### src/rtl/tcdm_cmd_unpack_nport.sv
// -----------------------------------------------------------------------------
// tcdm_cmd_unpack_nport
//
// Splits DMA RX commands (opcode, TCDM byte address, length) into wide TCDM
// beats spread over NB_PORTS 32-bit ports. One independent context is kept per
// transaction SID; an external arbiter picks the context served each cycle via
// act_sid_i. Unaligned head and tail bytes are masked with per-port byte
// enables.
//
// Ports
//   clk_i, rst_ni   clock, asynchronous active-low reset
//   act_sid_i       context whose beat is presented this cycle
//   cmd_*_i         command opcode / length-1 / start address / SID / valid
//   cmd_gnt_o       command accepted (target context idle)
//   ctx_busy_o      per-SID context-active flags (registered)
//   beat_opc_o      beat opcode, per port
//   beat_add_o      per-port word address (base + 4*port)
//   beat_be_o       per-port byte enables
//   beat_sid_o      beat SID, per port
//   beat_eop_o      last beat of the transfer, per port
//   beat_req_o      beat request, per port (independent of beat_gnt_i)
//   beat_gnt_i      per-port grant; a beat completes only when all are high
// -----------------------------------------------------------------------------
module tcdm_cmd_unpack_nport #(
    parameter int TRANS_SID_WIDTH  = 2,
    parameter int TCDM_ADD_WIDTH   = 12,
    parameter int TCDM_OPC_WIDTH   = 12,
    parameter int MCHAN_LEN_WIDTH  = 15,
    parameter int NB_PORTS         = 2,
    localparam int SID_CONTEXTS    = 2**TRANS_SID_WIDTH
) (
    input  logic                                          clk_i,
    input  logic                                          rst_ni,

    input  logic [TRANS_SID_WIDTH-1:0]                    act_sid_i,

    input  logic [TCDM_OPC_WIDTH-1:0]                     cmd_opc_i,
    input  logic [MCHAN_LEN_WIDTH-1:0]                    cmd_len_i,
    input  logic [TCDM_ADD_WIDTH-1:0]                     cmd_add_i,
    input  logic [TRANS_SID_WIDTH-1:0]                    cmd_sid_i,
    input  logic                                          cmd_req_i,
    output logic                                          cmd_gnt_o,

    output logic [SID_CONTEXTS-1:0]                       ctx_busy_o,

    output logic [NB_PORTS-1:0][TCDM_OPC_WIDTH-1:0]       beat_opc_o,
    output logic [NB_PORTS-1:0][TCDM_ADD_WIDTH-1:0]       beat_add_o,
    output logic [NB_PORTS-1:0][3:0]                      beat_be_o,
    output logic [NB_PORTS-1:0][TRANS_SID_WIDTH-1:0]      beat_sid_o,
    output logic [NB_PORTS-1:0]                           beat_eop_o,
    output logic [NB_PORTS-1:0]                           beat_req_o,
    input  logic [NB_PORTS-1:0]                           beat_gnt_i
);

    localparam int BEAT_BYTES = 4 * NB_PORTS;
    localparam int OFS        = $clog2(BEAT_BYTES);
    localparam int LW         = MCHAN_LEN_WIDTH + 1;
    // Beat counter: one bit wider than len>>OFS so a maximally unaligned,
    // maximally long command still fits.
    localparam int RW         = MCHAN_LEN_WIDTH - OFS + 1;

    // -------------------------------------------------------------------------
    // Per-context state
    // -------------------------------------------------------------------------
    logic [SID_CONTEXTS-1:0]                      valid_q;
    logic [SID_CONTEXTS-1:0][TCDM_OPC_WIDTH-1:0]  opc_q;
    logic [SID_CONTEXTS-1:0][TCDM_ADD_WIDTH-1:0]  base_q;
    logic [SID_CONTEXTS-1:0][RW-1:0]              rem_q;
    logic [SID_CONTEXTS-1:0][RW-1:0]              nbeats_q;
    logic [SID_CONTEXTS-1:0][OFS-1:0]             start_q;
    logic [SID_CONTEXTS-1:0][OFS-1:0]             end_q;

    // -------------------------------------------------------------------------
    // Command decode
    // -------------------------------------------------------------------------
    logic [OFS-1:0]            cmd_start;
    logic [LW-1:0]             cmd_sum;
    logic [OFS-1:0]            cmd_end;
    logic [RW-1:0]             cmd_nbeats;
    logic [TCDM_ADD_WIDTH-1:0] cmd_base;
    logic                      cmd_accept;

    assign cmd_start  = cmd_add_i[OFS-1:0];
    // Offset-in-beat plus length: low bits give the tail offset, high bits the
    // number of extra beats. Only the low address bits matter for either.
    assign cmd_sum    = LW'(cmd_start) + LW'(cmd_len_i);
    assign cmd_end    = cmd_sum[OFS-1:0];
    assign cmd_nbeats = RW'(cmd_sum >> OFS) + RW'(1);
    assign cmd_base   = {cmd_add_i[TCDM_ADD_WIDTH-1:OFS], {OFS{1'b0}}};

    // Grant comes purely from registered state: a context frees up only the
    // cycle after its eop handshake, there is no same-cycle bypass.
    assign cmd_gnt_o  = ~valid_q[cmd_sid_i];
    assign cmd_accept = cmd_req_i & cmd_gnt_o;

    // -------------------------------------------------------------------------
    // Selected context
    // -------------------------------------------------------------------------
    logic                      act_valid;
    logic [TCDM_OPC_WIDTH-1:0] act_opc;
    logic [TCDM_ADD_WIDTH-1:0] act_base;
    logic [RW-1:0]             act_rem;
    logic [OFS-1:0]            act_start;
    logic [OFS-1:0]            act_end;
    logic                      act_first;
    logic                      act_eop;
    logic                      beat_fire;

    assign act_valid = valid_q[act_sid_i];
    assign act_opc   = opc_q[act_sid_i];
    assign act_base  = base_q[act_sid_i];
    assign act_rem   = rem_q[act_sid_i];
    assign act_start = start_q[act_sid_i];
    assign act_end   = end_q[act_sid_i];
    assign act_first = (act_rem == nbeats_q[act_sid_i]);
    assign act_eop   = (act_rem == RW'(1));

    // Partial grants are ignored entirely: the beat is retried as a whole.
    assign beat_fire = act_valid & (&beat_gnt_i);

    // -------------------------------------------------------------------------
    // Context update
    // -------------------------------------------------------------------------
    // Accept and beat never target the same context in one cycle: accept needs
    // an idle context, a beat needs an active one.
    always_ff @(posedge clk_i or negedge rst_ni) begin
        if (!rst_ni) begin
            valid_q  <= '0;
            opc_q    <= '0;
            base_q   <= '0;
            rem_q    <= '0;
            nbeats_q <= '0;
            start_q  <= '0;
            end_q    <= '0;
        end else begin
            for (int c = 0; c < SID_CONTEXTS; c++) begin
                if (cmd_accept && (cmd_sid_i == TRANS_SID_WIDTH'(c))) begin
                    valid_q[c]  <= 1'b1;
                    opc_q[c]    <= cmd_opc_i;
                    base_q[c]   <= cmd_base;
                    rem_q[c]    <= cmd_nbeats;
                    nbeats_q[c] <= cmd_nbeats;
                    start_q[c]  <= cmd_start;
                    end_q[c]    <= cmd_end;
                end else if (beat_fire && (act_sid_i == TRANS_SID_WIDTH'(c))) begin
                    base_q[c] <= base_q[c] + TCDM_ADD_WIDTH'(BEAT_BYTES);
                    rem_q[c]  <= rem_q[c] - RW'(1);
                    if (rem_q[c] == RW'(1)) begin
                        valid_q[c] <= 1'b0;
                    end
                end
            end
        end
    end

    assign ctx_busy_o = valid_q;

    // -------------------------------------------------------------------------
    // Beat outputs
    // -------------------------------------------------------------------------
    // Byte k of the beat is enabled unless it precedes the start offset on the
    // first beat or follows the end offset on the last beat. A single-beat
    // transfer applies both bounds.
    always_comb begin
        beat_req_o = '0;
        beat_opc_o = '0;
        beat_add_o = '0;
        beat_be_o  = '0;
        beat_sid_o = '0;
        beat_eop_o = '0;
        if (act_valid) begin
            for (int p = 0; p < NB_PORTS; p++) begin
                beat_req_o[p] = 1'b1;
                beat_opc_o[p] = act_opc;
                beat_add_o[p] = act_base + TCDM_ADD_WIDTH'(4 * p);
                beat_sid_o[p] = act_sid_i;
                beat_eop_o[p] = act_eop;
                for (int i = 0; i < 4; i++) begin
                    beat_be_o[p][i] = (!act_first || (OFS'(4 * p + i) >= act_start)) &&
                                      (!act_eop   || (OFS'(4 * p + i) <= act_end));
                end
            end
        end
    end

endmodule

### config.mk
export PLATFORM = sky130hd
export DESIGN_NAME = tcdm_cmd_unpack_nport
export DESIGN_NICKNAME = d
export VERILOG_FILES = /design/src/rtl/tcdm_cmd_unpack_nport.sv
export SDC_FILE = /design/constraint.sdc
export NUM_CORES = 1
export LEC_CHECK = 0
export BUFFER_PORTS_ARGS = -buffer_cell sky130_fd_sc_hd__buf_2
export CORE_MARGIN = 2
export CORE_UTILIZATION = 54
export CTS_BUF_LIST = sky130_fd_sc_hd__clkbuf_16
export CTS_CLUSTER_DIAMETER = 100
export DETAILED_ROUTE_END_ITERATION = 6
export GPL_TIMING_DRIVEN = 0
export PLACE_DENSITY_LB_ADDON = 0.3
export SLEW_MARGIN = 20
export SYNTH_ARGS = -nofsm -noshare
export SYNTH_HDL_FRONTEND = slang
export SYNTH_SLANG_ARGS = --single-unit
### constraint.sdc
create_clock -name clk_i -period 3.1 [get_ports clk_i]
set_input_delay 0.62 -clock clk_i [delete_from_list [all_inputs] [get_ports clk_i]]
set_output_delay 0.62 -clock clk_i [all_outputs]
set_load 0.1 [all_outputs]
# [Yosys cells after proc, flatten, opt, wreduce, memory -nomap -nowiden]
# Index checks and enable logic that the tools add are counted.
# W data, S select, Z words.
[op_classes] bitwise_logic=3 n_reduce_logical=49 eq_ne=12 magnitude_cmp=18 mux=50 add_sub_neg=11
[op_table] op="$mux W13" n=10
[op_table] op="$mux W12" n=10
[op_table] op="$eq A13 B1 Y1 const B" n=5
[op_table] op="$bmux W13 S2" n=2
[op_table] op="$sub A13 B1 Y13 const B" n=4
[op_table] op="$add A12 B4 Y12 const B" n=4
[op_table] op="$bmux W12 S2" n=2
[op_table] op="$mux W24" n=2
[op_table] op="$add A3 B15 Y16" n=1
[op_table] op="$logic_and A1 B1 Y1" n=16
[op_table] op="$logic_or A1 B1 Y1" n=16
[op_table] op="$reduce_bool A2 Y1" n=8
[op_table] op="$mux W1" n=14
[op_table] op="$add A13 B1 Y13 const B" n=1
[op_table] op="$eq A13 B13 Y1" n=1
[op_table] op="$add A12 B3 Y12 const B" n=1
[op_table] op="$bmux W3 S2" n=2
[op_table] op="$ge A3 B3 Y1 const A" n=4
[op_table] op="$le A3 B3 Y1 const A" n=4
[op_table] op="$reduce_and A2 Y1" n=5
[op_table] op="$eq A2 B2 Y1 const B" n=4
[op_table] op="$mux W8" n=1
[op_table] op="$ge A1 B3 Y1 const A" n=2
[op_table] op="$ge A2 B3 Y1 const A" n=2
[op_table] op="other kinds (12)" n=22
[totals] register_bits=228 word_cells=171 in_bits=48

# [Logic depth before layout (Yosys ltp)]
[logic_depth] depth_word=7 ltp_mapped=12 mapped_depth_nobuf=12

# [Worst setup path before layout]
# OpenSTA, ideal clock, no wires.
[synth_path] kind="input to output" from="in act_sid_i[0]" to="out beat_sid_o[2] (netlist name)" path_slack_ps=-2023 required_time_ps=2480 t_arrival_ps=4503 cell_stages=6 cell_sequence="buf_4 -> buf_2 -> buf_2 -> buf_2 -> a21boi_0 -> buf_4"
[synth_lines] element="start: declaration" line_no="35" text="input logic [TRANS_SID_WIDTH-1:0] act_sid_i,"
[synth_lines] element="end: declaration" line_no="49" text="output logic [NB_PORTS-1:0][TRANS_SID_WIDTH-1:0] beat_sid_o,"

==> metrics.yaml <==
p_leak_uw: 0.00694
status: "complete, but fails checks"
placedInstanceArea_um2: 13900
syn_avg_cell_area_um2: 9.30
ys_seq_elements: 216
dr.pass1.iters: 5
hold_ws_ns: 0.0360
post-route-cell-area_um2: 15400
pre_cts_slack_ns: -1.48
setup-tns-final_ns: -1.98
share_comb_of_total_power: 0.477
powerDensity_nw_per_um2: 999
synth.distinct_cells: 71
min-delay-path-class: "input pin to async pin"
utilization: 0.685
ir_drop_mv: 0.770
ant_nets: 0
cts_tree: "built"
path_clk_slew_ns: 0.06
antenna-diode-count: 0
max_freq_ghz: 0.293
required_ns: 2.48
boundaryPins: 117
grt_remaining_overflow: 0
clockBufferDepth: 3
drt_wl_total_um: 39200
start_util: 0.546
die_h_um: 155
drc: 0
core_um2: 22500
grt_first_pass_wirelength_um: 60900
io_buffers: 107
async_flop_share: 1.00
area_delta_synth_final_pct: 25.3
violations: "negative setup slack"
maxCapViolations: 0
rsz0062_at_grt: "yes"
synth-warning-count: 0
drt_iter0_drc: 1236
final.period_utilization: 1.10
p_clk_frac: 0.183
hpwl_um: 27000
postSynthCellCount: 1321
final_cell_mix: "349 x nand2_1, 204 x dfrtp_1, 78 x o21ai_0"
layout_commonest_cell: "nand2_1"
final_max_slew_viol_count: 0
slew_headroom: 0.259
hold_viol_final: 0
nNetsFinal: 1560
skew_ns: 0.0101
cts_sinks: 216
die_area_um2: 24000
insertion_delay_ns: 0.53
root_buffer: "clkbuf_16"
antenna_found_initial: 1
synth_enable_flop_cells: 0
cp_max_fo: 6
place.gp.congestion: 1.05
endpoint_kind: "primary output"
rows: 55
seq_area_frac_synth: 0.440
drive_above_1_share: 0.252
r2r_slack_ns: 0.57
switching_share: 0.455
grt_usage: 0.329
pwr-share-seq: 0.340
via_per_inst: 6.22
cp-start-kind: "register"
vias: 11200
period_needed_ns: 3.41
synth_flop_cell: "dfrtp_1"
htreeDepth: 1
switching_power_uw: 7000
holdBufCountCts: 0
synth_area_um2: 12300
grt_max_degree: 79
cp.arrival_ns: 2.79
worst_slew_pin_slew_ns: 1.10
grt_pass1_vias: 10700
wl_per_cell_um: 21.8
cts_buffers: 24
layout_setup_ws_ns: -0.310
critPathKind: "register to primary output"
finalSetupViolCount: 10
die_x_um: 155
intPower_uw: 8380
## critical path: stages (launching register included)
cell and delay, ns:
dfrtp_1 0.47, mux4_2 0.54, xor2_1 0.18, nor4_1 0.24, nand4_1 0.16, buf_6 0.19, nor3_4 0.24, nor3_4 0.06
buf_12 0.17
## registers in the layout, indices dropped and copies added, names as in the netlist
signal,count
opc_q,48
end_q,12
start_q,12
rem_q,52
nbeats_q,52
ctx_busy_o,4
base_q,36
## power by group through the flow
stage / clock [uW] / sequential, uW / combinational (uW)
6_report: 2810 / 5230 / 7340
3_3_place_gp: 0 / 5150 / 6560
3_5_place_dp: 0 / 5220 / 6700
4_1_cts: 2820 / 5170 / 7020
5_1_grt: 2950 / 5340 / 7800
2_1_floorplan: 0 / 4890 / 5630
## cells in the mapped netlist, drive strengths merged (12+ instances only)
cell	n	area share
a21oi	46	0.019
buf	46	0.023
clkbuf	52	0.016
dfrtp	216	0.44
ha	16	0.016
inv	21	0.0064
mux2i	12	0.0098
mux4	52	0.095
nand2	349	0.11
nand3	35	0.015
nand4	21	0.011
nor2	79	0.024
nor2b	34	0.017
nor3	28	0.011
nor4	22	0.012
o21ai	88	0.036
xnor2	46	0.033
xor2	46	0.033
## worst paths after layout
kind                                from            end  cells after the start
min reg2reg                    opc_q[39]      opc_q[39]                      2
max                             rem_q[3]   beat_be_o[6]                      8
min                               rst_ni   nbeats_q[35]                      1
max reg2reg                ctx_busy_o[3]      rem_q[51]                      6
max in group asynchronous         rst_ni  ctx_busy_o[2]                      2
min in group clk_i          cmd_opc_i[4]      opc_q[40]                      3
## timing repair
action | CTS | global route
buffers inserted | 13 | 24
resized for setup | 86 | 36
cloned | 1 | 0
setup endpoints to repair | 113 | 90
pin swaps | 9 | 11
## layout make-up
| cell class | count | area, um^2 |
|---|---|---|
| flip-flops and latches | 216 | 5420 |
| inverters | 21 | 81.3 |
| repair buffers | 147 | 1140 |
| plain buffers | 95 | 756 |
| clock inverters | 19 | 136 |
| fillers | 1710 | 7100 |
| multi-input cells | 990 | 6880 |
| clock buffers | 25 | 626 |
| well taps | 285 | 357 |
## metal layers
metal | part of all wire | up-vias | GRT usage
met5 | 0 | - | 0
met4 | 0.055 | 0 | 0.167
met3 | 0.10 | 163 | 0.0696
met2 | 0.45 | 688 | 0.506
met1 | 0.39 | 5436 | 0.448
li1 | - | 4890 | -
## through the flow
step                total power [uW]  cells
global placement               11700   1717
global route                   16100   1798
floorplan                      10500   1325
detailed placement             11900   1719
CTS                            15000   1774
finish                         15400   1798
## cells by family after synthesis
kind of cell               Yosys count  synth area share
AOI/OAI and AO/OA                  187            0.0930
other                                1          0.000305
muxes                               67             0.108
adders and majority gates           17            0.0179
buffers and inverters              119            0.0454
xor gates and xnor gates            92            0.0662
and+or+nand+nor                    622             0.230
DFF                                216             0.440
Note: power is estimated with default switching activity, not from simulation.
